[config.mk]
export PLATFORM = sky130hd
export DESIGN_NAME = smart_house_cmd_parser_flat
export DESIGN_NICKNAME = d
export VERILOG_FILES = /design/src/rtl/smart_house_pkg.sv /design/src/rtl/smart_house_cmd_parser_if.sv /design/src/rtl/smart_house_cmd_parser_dec_accumulator.sv /design/src/rtl/smart_house_cmd_parser.sv /design/src/flat_wrapper.sv
export SDC_FILE = /design/constraint.sdc
export NUM_CORES = 1
export LEC_CHECK = 0
export CORE_UTILIZATION = 50
export CTS_BUF_LIST = sky130_fd_sc_hd__clkbuf_16
export DETAILED_ROUTE_END_ITERATION = 6
export PLACE_DENSITY = 0.71
export SLEW_MARGIN = 10
export SYNTH_ARGS = -nofsm -noshare
export SYNTH_HDL_FRONTEND = slang
export SYNTH_HIERARCHICAL = 1
export SYNTH_SLANG_ARGS = --single-unit
[constraint.sdc]
create_clock -name clock -period 3.29 [get_ports clock]
set_input_delay 0.658 -clock clock [delete_from_list [all_inputs] [get_ports clock]]
set_output_delay 0.658 -clock clock [all_outputs]
set_load 0.01 [all_outputs]
[src/rtl/smart_house_pkg.sv]
// Shared constants and state encoding for the smart-house command parser.
package smart_house_pkg;
  localparam int TEMP_W = 32;

  localparam logic [7:0] CH_M     = 8'h4D;
  localparam logic [7:0] CH_L     = 8'h4C;
  localparam logic [7:0] CH_C     = 8'h43;
  localparam logic [7:0] CH_T     = 8'h54;
  localparam logic [7:0] CH_M_LC  = 8'h6D;
  localparam logic [7:0] CH_L_LC  = 8'h6C;
  localparam logic [7:0] CH_C_LC  = 8'h63;
  localparam logic [7:0] CH_T_LC  = 8'h74;
  localparam logic [7:0] CH_MINUS = 8'h2D;
  localparam logic [7:0] CH_LF    = 8'h0A;
  localparam logic [7:0] CH_CR    = 8'h0D;
  localparam logic [7:0] CH_SPACE = 8'h20;
  localparam logic [7:0] CH_0     = 8'h30;
  localparam logic [7:0] CH_9     = 8'h39;

  typedef enum logic [2:0] {IDLE, T_SIGN, T_DIGIT, COMMIT, FLUSH} state_t;

  function automatic logic is_digit(input logic [7:0] b);
    return (b >= CH_0) && (b <= CH_9);
  endfunction

  function automatic logic is_term(input logic [7:0] b);
    return (b == CH_LF) || (b == CH_CR);
  endfunction
endpackage

[src/rtl/smart_house_cmd_parser_if.sv]
// Byte-stream valid/ready channel into the parser.
interface smart_house_cmd_parser_if;
  logic [7:0] rx_data;
  logic       rx_valid;
  logic       rx_ready;

  modport master (output rx_data, output rx_valid, input  rx_ready);
  modport slave  (input  rx_data, input  rx_valid, output rx_ready);
endinterface

[src/rtl/smart_house_cmd_parser_dec_accumulator.sv]
// Decimal accumulator: acc = acc*10 + d, with a digit counter.
module dec_accumulator
  import smart_house_pkg::*;
(
  input  logic              clock,
  input  logic              reset,
  input  logic              clear,
  input  logic              load,
  input  logic              step,
  input  logic [3:0]        digit,
  output logic [TEMP_W-1:0] acc,
  output logic [3:0]        count
);
  always_ff @(posedge clock or negedge reset) begin
    if (!reset) begin
      acc   <= '0;
      count <= '0;
    end else if (clear) begin
      acc   <= '0;
      count <= '0;
    end else if (load) begin
      acc   <= TEMP_W'(digit);
      count <= 4'd1;
    end else if (step) begin
      // x10 as shift-and-add; at most 9 digits so no overflow
      acc   <= (acc << 3) + (acc << 1) + TEMP_W'(digit);
      count <= count + 4'd1;
    end
  end
endmodule

[src/rtl/smart_house_cmd_parser.sv]
// ASCII command parser producing toggle pulses and a signed temperature request.
module smart_house_cmd_parser
  import smart_house_pkg::*;
#(
  parameter int MAX_DIGITS   = 4,
  parameter int TEMP_DEFAULT = 25
) (
  input  logic                     clock,
  input  logic                     reset,
  smart_house_cmd_parser_if.slave  rx,
  output logic                     music_req,
  output logic                     light_req,
  output logic                     curtain_req,
  output logic signed [TEMP_W-1:0] temp_req,
  output logic                     temp_valid,
  output logic [7:0]               char_req,
  output logic                     err
);
  localparam logic [3:0]               MAX_CNT  = 4'(MAX_DIGITS);
  localparam logic signed [TEMP_W-1:0] TEMP_RST = TEMP_W'(TEMP_DEFAULT);

  state_t            state;
  logic              sign;
  logic [TEMP_W-1:0] acc;
  logic [3:0]        count;
  logic              take, dig, term, full;
  logic              is_m, is_l, is_c, is_t;
  logic              acc_clear, acc_load, acc_step;

  // Ready is gated by the reset pin so it reads 0 throughout reset
  assign rx.rx_ready = reset && (state != COMMIT);
  assign take        = rx.rx_valid && rx.rx_ready;

  assign dig  = is_digit(rx.rx_data);
  assign term = is_term(rx.rx_data);
  assign is_m = (rx.rx_data == CH_M) || (rx.rx_data == CH_M_LC);
  assign is_l = (rx.rx_data == CH_L) || (rx.rx_data == CH_L_LC);
  assign is_c = (rx.rx_data == CH_C) || (rx.rx_data == CH_C_LC);
  assign is_t = (rx.rx_data == CH_T) || (rx.rx_data == CH_T_LC);
  assign full = (count == MAX_CNT);

  assign acc_clear = take && (state == IDLE) && is_t;
  assign acc_load  = take && (state == T_SIGN) && dig;
  assign acc_step  = take && (state == T_DIGIT) && dig && !full;

  dec_accumulator u_acc (
    .clock (clock),
    .reset (reset),
    .clear (acc_clear),
    .load  (acc_load),
    .step  (acc_step),
    .digit (rx.rx_data[3:0]),
    .acc   (acc),
    .count (count)
  );

  always_ff @(posedge clock or negedge reset) begin
    if (!reset) begin
      state       <= IDLE;
      sign        <= 1'b0;
      music_req   <= 1'b0;
      light_req   <= 1'b0;
      curtain_req <= 1'b0;
      temp_valid  <= 1'b0;
      err         <= 1'b0;
      temp_req    <= TEMP_RST;
      char_req    <= 8'h00;
    end else begin
      music_req   <= 1'b0;
      light_req   <= 1'b0;
      curtain_req <= 1'b0;
      temp_valid  <= 1'b0;
      err         <= 1'b0;
      if (state == COMMIT) begin
        temp_req   <= sign ? $signed(-acc) : $signed(acc);
        temp_valid <= 1'b1;
        state      <= IDLE;
      end else if (take) begin
        char_req <= rx.rx_data;
        case (state)
          IDLE: begin
            if (is_m)      music_req   <= 1'b1;
            else if (is_l) light_req   <= 1'b1;
            else if (is_c) curtain_req <= 1'b1;
            else if (is_t) begin
              sign  <= 1'b0;
              state <= T_SIGN;
            end else if (!(term || rx.rx_data == CH_SPACE)) err <= 1'b1;
          end
          T_SIGN: begin
            if (rx.rx_data == CH_MINUS) begin
              sign  <= 1'b1;
              state <= T_DIGIT;
            end else if (dig) state <= T_DIGIT;
            else begin
              err   <= 1'b1;
              state <= term ? IDLE : FLUSH;
            end
          end
          T_DIGIT: begin
            if (dig) begin
              if (full) begin
                err   <= 1'b1;
                state <= FLUSH;
              end
            end else if (term) begin
              if (count != 4'd0) state <= COMMIT;
              else begin
                err   <= 1'b1;
                state <= IDLE;
              end
            end else begin
              err   <= 1'b1;
              state <= FLUSH;
            end
          end
          FLUSH:   if (term) state <= IDLE;
          default: state <= IDLE;
        endcase
      end
    end
  end
endmodule

[src/flat_wrapper.sv]
// flat-port wrapper written by rule: the top's interface ports become plain ports
module smart_house_cmd_parser_flat import smart_house_pkg::*;
#(
  parameter int MAX_DIGITS   = 4,
  parameter int TEMP_DEFAULT = 25
)
  (clock, reset, music_req, light_req, curtain_req, temp_req, temp_valid, char_req, err, rx_rx_data, rx_rx_valid, rx_rx_ready);
  smart_house_cmd_parser_if rx_i ();
  input  logic clock;
  input  logic reset;
  output logic music_req;
  output logic light_req;
  output logic curtain_req;
  output logic signed [TEMP_W-1:0] temp_req;
  output logic temp_valid;
  output logic [7:0] char_req;
  output logic err;
  input wire logic [$bits(rx_i.rx_data)-1:0] rx_rx_data;
  input wire logic [$bits(rx_i.rx_valid)-1:0] rx_rx_valid;
  output wire logic [$bits(rx_i.rx_ready)-1:0] rx_rx_ready;
  assign rx_i.rx_data = rx_rx_data;
  assign rx_i.rx_valid = rx_rx_valid;
  assign rx_rx_ready = rx_i.rx_ready;
  smart_house_cmd_parser #(.MAX_DIGITS(MAX_DIGITS), .TEMP_DEFAULT(TEMP_DEFAULT)) u_core (.clock(clock), .reset(reset), .rx(rx_i), .music_req(music_req), .light_req(light_req), .curtain_req(curtain_req), .temp_req(temp_req), .temp_valid(temp_valid), .char_req(char_req), .err(err));
endmodule
==> impl_results.md, run 1 <==
* Setup Total Neg Slack at 0 ns
* Dpl hpwl at 11500 um
* Worst Tran Pin Value at 1.02 ns
* Crit path DAT at 3.37 ns
* Final Slew Violations at 0
* Wire length of the first global-routing pass at 26100 um
* R2R cell count at 10
* Crit path cell chain: clkdlybuf4s50_1 -> ha_1 -> ha_2 -> fa_2 -> a21o_4 -> a31o_4 -> a21oi_4 -> o31a_4 -> o41ai_4 -> a311oi_2 -> xor2_1 -> o21ai_1
* Worst Path Required at 3.51 ns
* Fmax at 317 MHz
* CP top delay family: compound AO/OA/AOI/OAI gates
* Worst reg2reg path startpoint: u_core/u_acc/acc[12]$_DFFE_PN0P_
* Final Skew at 0.00644 ns
* Die W at 114 um
* IO Pins at 57
* Post-synthesis sequential area ratio at 33.8%
* H-Tree Depth at 3
* Final net count at 840
* Gr ovfl total at 0
* Cells after Synth at 705
* Ant diodes at 0
* Kind of critical path: in -> reg
* DIE HEIGHT at 114 um
* I/O Buffers at 56
* Hold buffer count at cts at 0
* TritonCTS clock tree: done
* Critical-path maximum fanout at 3
* Post-synthesis cell area at 0.00630 mm2
* Final setup fails at 0
* Reg2reg end: u_core/u_acc/acc[28]$_DFFE_PN0P_
* Initial Utilization at 51.8%
* Worst min path class: in -> async
* Largest net degree at the start of global routing at 70
* Synth top area cells: dfrtp_1, ha_1, xor2_1
* Pwr Total at 0.00262 W
* Hold Fails Final Rpt at 0
* Net count after synthesis at 778
* Most common cell after layout, fill and taps aside: nand2_1
* Row count at 40
* Seq pwr share at 43.9%
* Clock power frac at 37.9%
* CORE AREA at 0.0122 mm2
* Post-DR wirelength/cell at 16.6 um
* Die area at 0.0131 mm2
* Crit path setup slack, layout at 0.137 ns
* CTS root buffer: clkbuf_16
* CP startpoint kind: primary input
* Number of antenna violations at the first check in global routing at 0
* Starting DRC count in detailed routing at 320
* FFs w/ async S/R, synth at 100%
* Via count at 5547
* Area leader, netlist: dfrtp_1
* Flops & latches, synth at 85
* Clock Pin Slew Worst Setup and Hold Paths at 0.06 ns
* Layout cell share with drive strength beyond 1 at 9.33%
* Period utilization at 95.9%
* Comb power frac at 18.2%
* Internal power at 0.00189 W
* PwrDens at 350 mW/mm2
* Worst slack at placement at -0.476 ns
* Worst-Skew Late Latency at 0.34 ns
* Prevailing post-synth register cell: dfrtp_1
* Buffers and inverters on the worst path at 1
* Worst rel slew slack at 31.7%
* Clock buffer count from CTS at 9
* Post-placement cell area at 0.00716 mm2
* # Max-Cap Violations at 0
* Avg Synthesized Cell Area at 8.94 um2
* GP Congestion at 0.932
* Crit path time final at 3.15 ns
* Post-synth EDFFs at 0
* Final Cell Area at 0.00748 mm2
* Slowest cell on the critical path: clkdlybuf4s50_1
* Synth top area share at 32.6%
* RSZ-0062 raised after global routing: no
* Vias per cell at 5.90
* CP Capture Type: flop
* VDD IR-drop max at 0.000249 V
* Placed cells at 922
* CP peak stage delay at 0.50 ns
* Area delta synth->final at 18.7%
* GR Util All Layers at 25.1%
* Pre-antenna DRT Iters at 5
* Sw Pwr at 0.000730 W
* TritonCTS Sinks at 85
* Post-route DRC violation count at 0
* Vias in the first global route at 5458
* Max Buffers Root-to-Sink at 2
* Yosys Warn Count at 6
* Status: finished clean
* Commonest non-fill, non-tap cells in the layout: nand2_1, dfrtp_1, o21ai_0
* Drt total wl at 15600 um
* Final Instance Count excl. Fillers at 940
* Leak Pwr at 3.57 nW
* Flop2flop setup slack at 0.32 ns
* Final ANT Viol Nets at 0
* Yosys cell types at 73
* Net Sw Frac at 27.9%
## through the flow
step | utilization, % | hold slack (ns)
finish | 61.5 | 0.297
detailed placement | 58.9 | 0.462
global route | 61.5 | 0.322
CTS | 61.4 | 0.307
floorplan | - | 0.362
global placement | 58.9 | 0.457
## worst max path at each step
stage	slack [ns]	cells past startpoint	start	endpoint
CTS	0.03	12	rx_rx_data[2]	u_core/u_acc/acc[30]$_DFFE_PN0P_
detailed placement	-0.48	13	rx_rx_data[3]	u_core/u_acc/acc[30]$_DFFE_PN0P_
floorplan	0.12	12	rx_rx_data[3]	u_core/u_acc/acc[30]$_DFFE_PN0P_
finish	0.14	12	rx_rx_data[2]	u_core/u_acc/acc[30]$_DFFE_PN0P_
global route	0.02	13	rx_rx_data[3]	u_core/u_acc/acc[31]$_DFFE_PN0P_
global placement	-0.47	13	rx_rx_data[3]	u_core/u_acc/acc[30]$_DFFE_PN0P_
## synth_stat cells, types with 3 or more instances
cell type   n
inv_1      15
a21oi_1    36
o21bai_1    3
nor3b_1     5
and4_1      5
nand3_1    10
nor2_1     55
nand3b_1    4
buf_2       8
xor2_1     42
nor4_1     10
or4_1       3
a211oi_1    6
dfrtp_1    82
o41ai_1     9
o22ai_1     3
mux2i_1    20
and3_1      3
xnor2_1    17
o21ai_1     4
ha_1       60
clkbuf_1   26
o21ai_0    64
nand2_1    93
or3_1       6
a31oi_1     3
a21o_1     10
nor3_1      6
dfstp_2     3
nor2b_1     5
nand4_1    12
o21a_1      5
nand2b_1   11
o31ai_1    12
## power groups by stage
stage          logic, W  clock network [W]  registers [W]
6_report       0.000475           0.000991        0.00115
5_1_grt        0.000526            0.00106        0.00116
4_1_cts        0.000476            0.00101        0.00115
3_5_place_dp   0.000466                  0        0.00117
3_3_place_gp   0.000455                  0        0.00116
2_1_floorplan  0.000310                  0        0.00114
## timing repair
item                       in CTS  in global routing
hold endpoints to repair        0                  0
pin swaps                       5                  4
gates resized for setup         6                  0
buffers inserted                1                  1
setup endpoints to repair      12                  5
## cell families (layout without fill, tap and decap cells)
family / Yosys count / after routing / synth area share (%)
flip-flops: 85 / 85 / 33.8
XOR/XNOR: 59 / 59 / 8.20
buffers and inverters: 53 / 120 / 3.40
AO/OA/AOI/OAI: 184 / 184 / 19.7
AND/OR/NAND/NOR: 241 / 241 / 18.9
multiplexers: 21 / 21 / 3.42
adder cells (fa/ha/maj): 62 / 62 / 12.5
## state kept, by name, summed over array words and instances, names as in the netlist
name / count
u_core/char_req: 8
u_core/curtain_req: 1
u_core/err: 1
u_core/light_req: 1
u_core/music_req: 1
u_core/sign: 1
u_core/state: 3
u_core/temp_req: 32
u_core/temp_valid: 1
u_core/u_acc/acc: 32
u_core/u_acc/count: 4
## cell type report
type                    instances  area, um2
flip-flops and latches         85       2130
inverters                      15       56.3
multi-input cells             567       3980
clock inverters                 7       58.8
repair buffers                 89        817
fillers                      1079       4680
clock buffers                   9        225
well taps                     168        210
## routing by layer
layer,vias up,global-route usage (%),wire (um)
met3,25,2.28,568
met1,2696,33.2,7300
met5,-,0,0
met4,0,10.3,293
met2,139,42.4,7440
li1,2687,-,-
No activity file was read; power rests on OpenSTA's default activity.
==> run 2, diff against run 1 <==
--- a/config.mk
+++ b/config.mk
@@ -5,10 +5,11 @@
 export SDC_FILE = /design/constraint.sdc
 export NUM_CORES = 1
 export LEC_CHECK = 0
-export CORE_UTILIZATION = 50
+export CAP_MARGIN = 20
+export CORE_UTILIZATION = 34
 export CTS_BUF_LIST = sky130_fd_sc_hd__clkbuf_16
 export DETAILED_ROUTE_END_ITERATION = 6
-export PLACE_DENSITY = 0.71
+export SKIP_LAST_GASP = 1
 export SLEW_MARGIN = 10
 export SYNTH_ARGS = -nofsm -noshare
 export SYNTH_HDL_FRONTEND = slang
==> impl_results.md, run 2 (same netlist as run 1, synthesis figures left out) <==
* Status: finished, violations left
* Violated checks: design-rule violations
* Period utilization at 94.8% (-1.1 points)
* Most common cell after layout, fill and taps aside: nand2_1
* Die area at 0.0191 mm2 (+46%)
* Final ANT Viol Nets at 0 (unchanged)
* Commonest non-fill, non-tap cells in the layout: nand2_1, dfrtp_1, o21ai_0
* TritonCTS Sinks at 85 (unchanged)
* I/O Buffers at 56 (unchanged)
* Top Registers: u_core/temp_req: 32 flops, u_core/u_acc/acc: 32 flops, u_core/char_req: 8 flops
* Pwr Total at 0.00253 W (-3.2%)
* Ant diodes at 0 (unchanged)
* Final Skew at 0.00780 ns (+0.00136 ns)
* Via count at 5358 (-3.4%)
* Most used cell, CP: inv_1
* CORE AREA at 0.0181 mm2 (+49%)
* Starting DRC count in detailed routing at 401 (+25%)
* R2R cell count at 10 (unchanged)
* Final net count at 839 (-0.12%)
* Vias in the first global route at 5343 (-2.1%)
* CTS root buffer: clkbuf_16
* Fmax at 321 MHz (+1.1%)
* GP Congestion at 0.856 (-8.1%)
* Worst Path Required at 3.50 ns (about the same)
* PwrDens at 336 mW/mm2 (-4.0%)
* H-Tree Depth at 3 (unchanged)
* CP startpoint kind: primary input
* Worst Tran Pin Value at 1.07 ns (+0.0439 ns)
* Setup Buffers After CTS at 0 (-1)
* TritonCTS clock tree: done
* Slowest cell on the critical path: fa_1
* Layout cell share with drive strength beyond 1 at 9.21% (-0.12 points)
* Row count at 49 (+23%)
* Worst reg2reg path startpoint: u_core/u_acc/acc[12]$_DFFE_PN0P_
* Largest net degree at the start of global routing at 72 (+2.9%)
* Clock Pin Slew Worst Setup and Hold Paths at 0.06 ns (about the same)
* Die W at 138 um (+21%)
* Drt total wl at 15900 um (+2.1%)
* CP top delay family: compound AO/OA/AOI/OAI gates
* Post-DR wirelength/cell at 15.9 um (-4.0%)
* Post-route DRC violation count at 10 (+10)
* DIE HEIGHT at 138 um (+21%)
* CP peak stage delay at 0.48 ns (-0.02 ns)
* Placed cells at 984 (+6.7%)
* Area delta synth->final at 19.5%
* Gr ovfl total at 0 (unchanged)
* Final setup fails at 0 (unchanged)
* Worst min path class: in -> async
* Hold Fails Final Rpt at 0 (unchanged)
* Dpl hpwl at 11700 um (+2.4%)
* Final Slew Violations at 0 (unchanged)
* Fillers at 1787 (+66%)
* Vias per cell at 5.36 (-9.2%)
* Leak Pwr at 3.56 nW (-0.31%)
* Final Instance Count excl. Fillers at 1000 (+6.4%)
* RSZ-0062 raised after global routing: no
* Critical-path maximum fanout at 4 (+1)
* Number of antenna violations at the first check in global routing at 0 (unchanged)
* Reg2reg end: u_core/u_acc/acc[30]$_DFFE_PN0P_
* IO Pins at 57 (unchanged)
* Wire length of the first global-routing pass at 27100 um (+3.9%)
* GR Util All Layers at 17.4% (-7.7 points)
* CP Capture Type: flop
* Clock buffer count from CTS at 9 (unchanged)
* Pre-antenna DRT Iters at 7 (+2)
* Crit path time final at 3.12 ns (-0.0347 ns)
* Max Buffers Root-to-Sink at 2 (unchanged)
* # Max-Cap Violations at 0 (unchanged)
* Crit path DAT at 3.33 ns (-0.04 ns)
* Initial Utilization at 34.8% (-17 points)
* Hold buffer count at cts at 0 (unchanged)
* Buffers and inverters on the worst path at 3 (+2)
* Crit path cell chain: dlygate4sd2_1 -> inv_1 -> fa_1 -> inv_1 -> fa_2 -> a21o_4 -> a31o_4 -> a21oi_4 -> o31a_4 -> o41ai_4 -> a311oi_2 -> xor2_1 -> o21ai_1
* VDD IR-drop max at 0.000226 V (-9.2%)
* Worst rel slew slack at 28.8% (-2.9 points)
* Worst-Skew Late Latency at 0.34 ns (about the same)
* Critical Path Stages at 13 (+1)
* Flop2flop setup slack at 0.30 ns (-0.02 ns)
* Kind of critical path: in -> reg
-- run 2: cell types whose count changed in the layout (fill, tap and decap cells not counted), sizes merged --
cell,delta
bufinv,-1
inv,-1
clkdlybuf4s50,-1
clkinv,+2
dlymetal6s2s,+1
buf,-1
-- run 2: worst reg2reg max path: stages (launching register included) --
cell	delay, ns
dfrtp_1	0.48
ha_1	0.35
ha_1	0.38
a21oi_1	0.31
o21a_1	0.19
o221ai_1	0.16
a21oi_1	0.33
o41ai_4	0.16
a311oi_2	0.27
xor2_1	0.16
o21ai_1	0.07
-- run 2: cell type report --
| cell class | instances | area, um2 | area share, % |
|---|---|---|---|
| multi-input cells | 567 | 3980 | 52.8 |
| inverters | 15 | 56.3 | 0.748 |
| clock inverters | 7 | 33.8 | 0.449 |
| well taps | 229 | 287 | 3.80 |
| flip-flops and latches | 85 | 2130 | 28.3 |
| clock buffers | 9 | 225 | 2.99 |
| repair buffers | 88 | 825 | 10.9 |
-- run 2: worst max path at each step --
| stage | start | slack (ns) | to |
|---|---|---|---|
| after floorplan | rx_rx_data[3] | 0.12 | u_core/u_acc/acc[30]$_DFFE_PN0P_ |
| after global placement | rx_rx_data[3] | -0.47 | u_core/u_acc/acc[30]$_DFFE_PN0P_ |
| after detailed placement | rx_rx_data[3] | -0.50 | u_core/u_acc/acc[30]$_DFFE_PN0P_ |
| after CTS | rx_rx_data[2] | 0.009 | u_core/u_acc/acc[30]$_DFFE_PN0P_ |
| after global routing | rx_rx_data[3] | 0.03 | u_core/u_acc/acc[31]$_DFFE_PN0P_ |
| final | rx_rx_data[3] | 0.17 | u_core/u_acc/acc[30]$_DFFE_PN0P_ |
-- run 2: timing repair --
action,CTS,global route
resized for setup,2,6
endpoints found under the setup margin,12,7
pin swaps,4,6
-- run 2: stage by stage --
step	hold WS, ns	setup TNS, ns	area, um2	util, %	worst slack (ns)
global placement	0.458	-6.53	7250	40.1	-0.474
finish	0.177	0	7530	41.6	0.171
detailed placement	0.463	-7.13	7250	40.1	-0.498
global route	0.181	0	7530	41.6	0.0298
floorplan	0.362	0	6300	-	0.119
CTS	0.172	0	7510	41.5	0.00879
-- run 2: report_power, final --
group / internal, W / switching [W]
Clock: 0.000500 / 0.000415
Combinational: 0.000217 / 0.000247
Sequential: 0.00108 / 0.0000670
Total: 0.00180 / 0.000730
-- run 2: metal layers --
metal	vias up	global-route usage [%]	share of wire, %
li1	2679	-	-
met1	2577	23.6	48
met2	89	29.0	48
met3	13	2.46	3.1
met4	0	4.85	0.92
met5	-	0	0
==> run 3, diff against run 2 <==
--- a/config.mk
+++ b/config.mk
@@ -6,6 +6,7 @@
 export NUM_CORES = 1
 export LEC_CHECK = 0
 export CAP_MARGIN = 20
+export CORE_MARGIN = 2
 export CORE_UTILIZATION = 34
 export CTS_BUF_LIST = sky130_fd_sc_hd__clkbuf_16
 export DETAILED_ROUTE_END_ITERATION = 6
@@ -15,3 +16,4 @@
 export SYNTH_HDL_FRONTEND = slang
 export SYNTH_HIERARCHICAL = 1
 export SYNTH_SLANG_ARGS = --single-unit
+export TNS_END_PERCENT = 20
==> impl_results.md, run 3 (same netlist as run 1, synthesis figures left out) <==
* Worst reg2reg path startpoint: u_core/u_acc/acc[12]$_DFFE_PN0P_
* Kind of critical path: in -> reg
* GR Util All Layers at 16.8% (-0.59 points)
* Wire length of the first global-routing pass at 27100 um (about the same)
* Clock power frac at 37.7% (+1.5 points)
* Worst Path Required at 3.50 ns (about the same)
* PwrDens at 342 mW/mm2 (+1.8%)
* Net Sw Frac at 27.4% (-1.4 points)
* GR peak layer: met2
* Pwr Total at 0.00259 W (+2.5%)
* Comb power frac at 18.1% (-0.3 points)
* Met3 Use GR at 1.74% (-0.72 points)
* Pre-antenna DRT Iters at 7 (unchanged)
* Via count at 5393 (+0.65%)
* VDD IR-drop max at 0.000220 V (-2.7%)
* Final Skew at 0.00444 ns (-0.00337 ns)
* Met2 usage at 28.4% (-0.66 points)
* Post-DR wirelength/cell at 15.9 um (-0.30%)
* Worst min path class: in -> async
* Setup Total Neg Slack at 0 ns (unchanged)
* Layout cell share with drive strength beyond 1 at 9.81% (+0.60 points)
* Internal power at 0.00188 W (+4.5%)
* Worst Tran Pin Value at 1.10 ns (+0.0323 ns)
* Fmax at 318 MHz (-0.85%)
* I/O Buffers at 56 (unchanged)
* Largest net degree at the start of global routing at 74 (+2.8%)
* H-Tree Depth at 3 (unchanged)
* Status: finished, violations left
* Crit path time final at 3.15 ns (+0.0267 ns)
* Critical-path maximum fanout at 4 (unchanged)
* Worst rel slew slack at 26.7% (-2.2 points)
* Top Registers: u_core/temp_req: 32 flops, u_core/u_acc/acc: 32 flops, u_core/char_req: 8 flops
* GP Congestion at 0.859 (+0.33%)
* Met1 usage at 23.0% (-0.55 points)
* Clock Pin Slew Worst Setup and Hold Paths at 0.06 ns (about the same)
* Violated checks: design-rule violations
* TritonCTS Sinks at 85 (unchanged)
* CP Capture Type: flop
* Worst-Skew Late Latency at 0.34 ns (about the same)
* Hold Slack at 0.166 ns (-0.0113 ns)
* Drt total wl at 15900 um (+0.10%)
* Post-route DRC violation count at 6 (-4)
* Fillers at 1781 (-0.34%)
* RSZ-0062 raised after global routing: no
* CORE AREA at 0.0181 mm2 (unchanged)
* Number of antenna violations at the first check in global routing at 0 (unchanged)
* Seq pwr share at 44.2% (-1.3 points)
* Gr ovfl total at 0 (unchanged)
* Leak Pwr at 3.58 nW (+0.76%)
* Dpl hpwl at 11900 um (+0.99%)
* Commonest non-fill, non-tap cells in the layout: nand2_1, dfrtp_1, o21ai_0
* Placed cells at 988 (+0.41%)
* Hold Fails Final Rpt at 0 (unchanged)
* CP startpoint kind: primary input
* Most common cell after layout, fill and taps aside: nand2_1
* DIE HEIGHT at 140 um (+1.4%)
* Starting DRC count in detailed routing at 367 (-8.5%)
* Final Slew Violations at 0 (unchanged)
* Area delta synth->final at 20.4%
* Die area at 0.0196 mm2 (+2.9%)
* Vias in the first global route at 5251 (-1.7%)
* Final Instance Count excl. Fillers at 1004 (+0.40%)
* Max Buffers Root-to-Sink at 2 (unchanged)
* Sw Pwr at 0.000710 W (-2.7%)
* CTS root buffer: clkbuf_16
* # Max-Cap Violations at 0 (unchanged)
* IO Pins at 57 (unchanged)
* Vias per cell at 5.37 (+0.25%)
* Critical path origin: rx_rx_data[1]
* Final net count at 844 (+0.60%)
* Crit path setup slack, layout at 0.145 ns (-0.0267 ns)
* Worst slack at placement at -0.505 ns (-0.00698 ns)
* Clock buffer count from CTS at 9 (unchanged)
* Initial Utilization at 34.8% (unchanged)
* Crit path DAT at 3.36 ns (+0.03 ns)
* Final ANT Viol Nets at 0 (unchanged)
* Die W at 140 um (+1.4%)
* Ant diodes at 0 (unchanged)
* Period utilization at 95.6% (+0.81 points)
* Final setup fails at 0 (unchanged)
* Row count at 49 (unchanged)
* TritonCTS clock tree: done
==> run 3: per-stage QoR <==
| stage | instance area, um2 | util [%] |
|---|---|---|
| floorplan | 6300 | - |
| global placement | 7280 | 40.3 |
| detailed placement | 7280 | 40.3 |
| CTS | 7580 | 41.9 |
| global route | 7580 | 41.9 |
| finish | 7580 | 41.9 |
==> run 3: metal layers <==
layer | part of all wire (%) | vias to the layer above
met3 | 3.3 | 17
met2 | 47 | 95
li1 | - | 2688
met4 | 1.4 | 0
met5 | 0 | -
met1 | 48 | 2593
==> run 3: critical path: stages <==
cell	delay [ns]
clkdlybuf4s50_1	0.44
ha_1	0.20
ha_2	0.19
fa_2	0.40
a21o_4	0.23
a31o_4	0.25
a21oi_4	0.18
o31a_4	0.18
o41ai_4	0.10
a311oi_2	0.30
xor2_1	0.16
o21ai_1	0.06
==> run 3: layout make-up <==
class / count / area (um2) / area share (%)
sequential: 85 / 2130 / 28.1
clock buffer: 9 / 225 / 2.97
multi-input combinational: 567 / 3970 / 52.3
tap: 229 / 287 / 3.78
clock inverter: 6 / 55.1 / 0.726
inverter: 15 / 56.3 / 0.742
timing repair buffer: 93 / 862 / 11.4
==> run 3: timing repair <==
action	CTS	global route
setup buffers	1	0
endpoints found under the hold margin	0	0
endpoints found under the setup margin	12	6
pin swaps	5	1
gates resized for setup	5	1
hold buffers	0	0
==> run 3: final timing paths <==
path,slack (ns),endpoint,cells past startpoint
max in group asynchronous,1.90,u_core/char_req[6]$_DFFE_PN0P_,2
min in group clock,0.47,u_core/char_req[4]$_DFFE_PN0P_,2
hold / removal,0.17,u_core/char_req[1]$_DFFE_PN0P_,1
setup / recovery,0.14,u_core/u_acc/acc[30]$_DFFE_PN0P_,12
setup reg to reg,0.24,u_core/u_acc/acc[30]$_DFFE_PN0P_,10
hold reg to reg,0.47,u_core/char_req[4]$_DFFE_PN0P_,2
==> run 3: power groups by stage <==
stage	Combinational, W	Sequential [W]	Clock (W)
after global routing	0.000528	0.00115	0.00106
after floorplan	0.000310	0.00114	0
after global placement	0.000468	0.00117	0
final	0.000470	0.00115	0.000977
after detailed placement	0.000470	0.00117	0
after CTS	0.000477	0.00115	0.00101
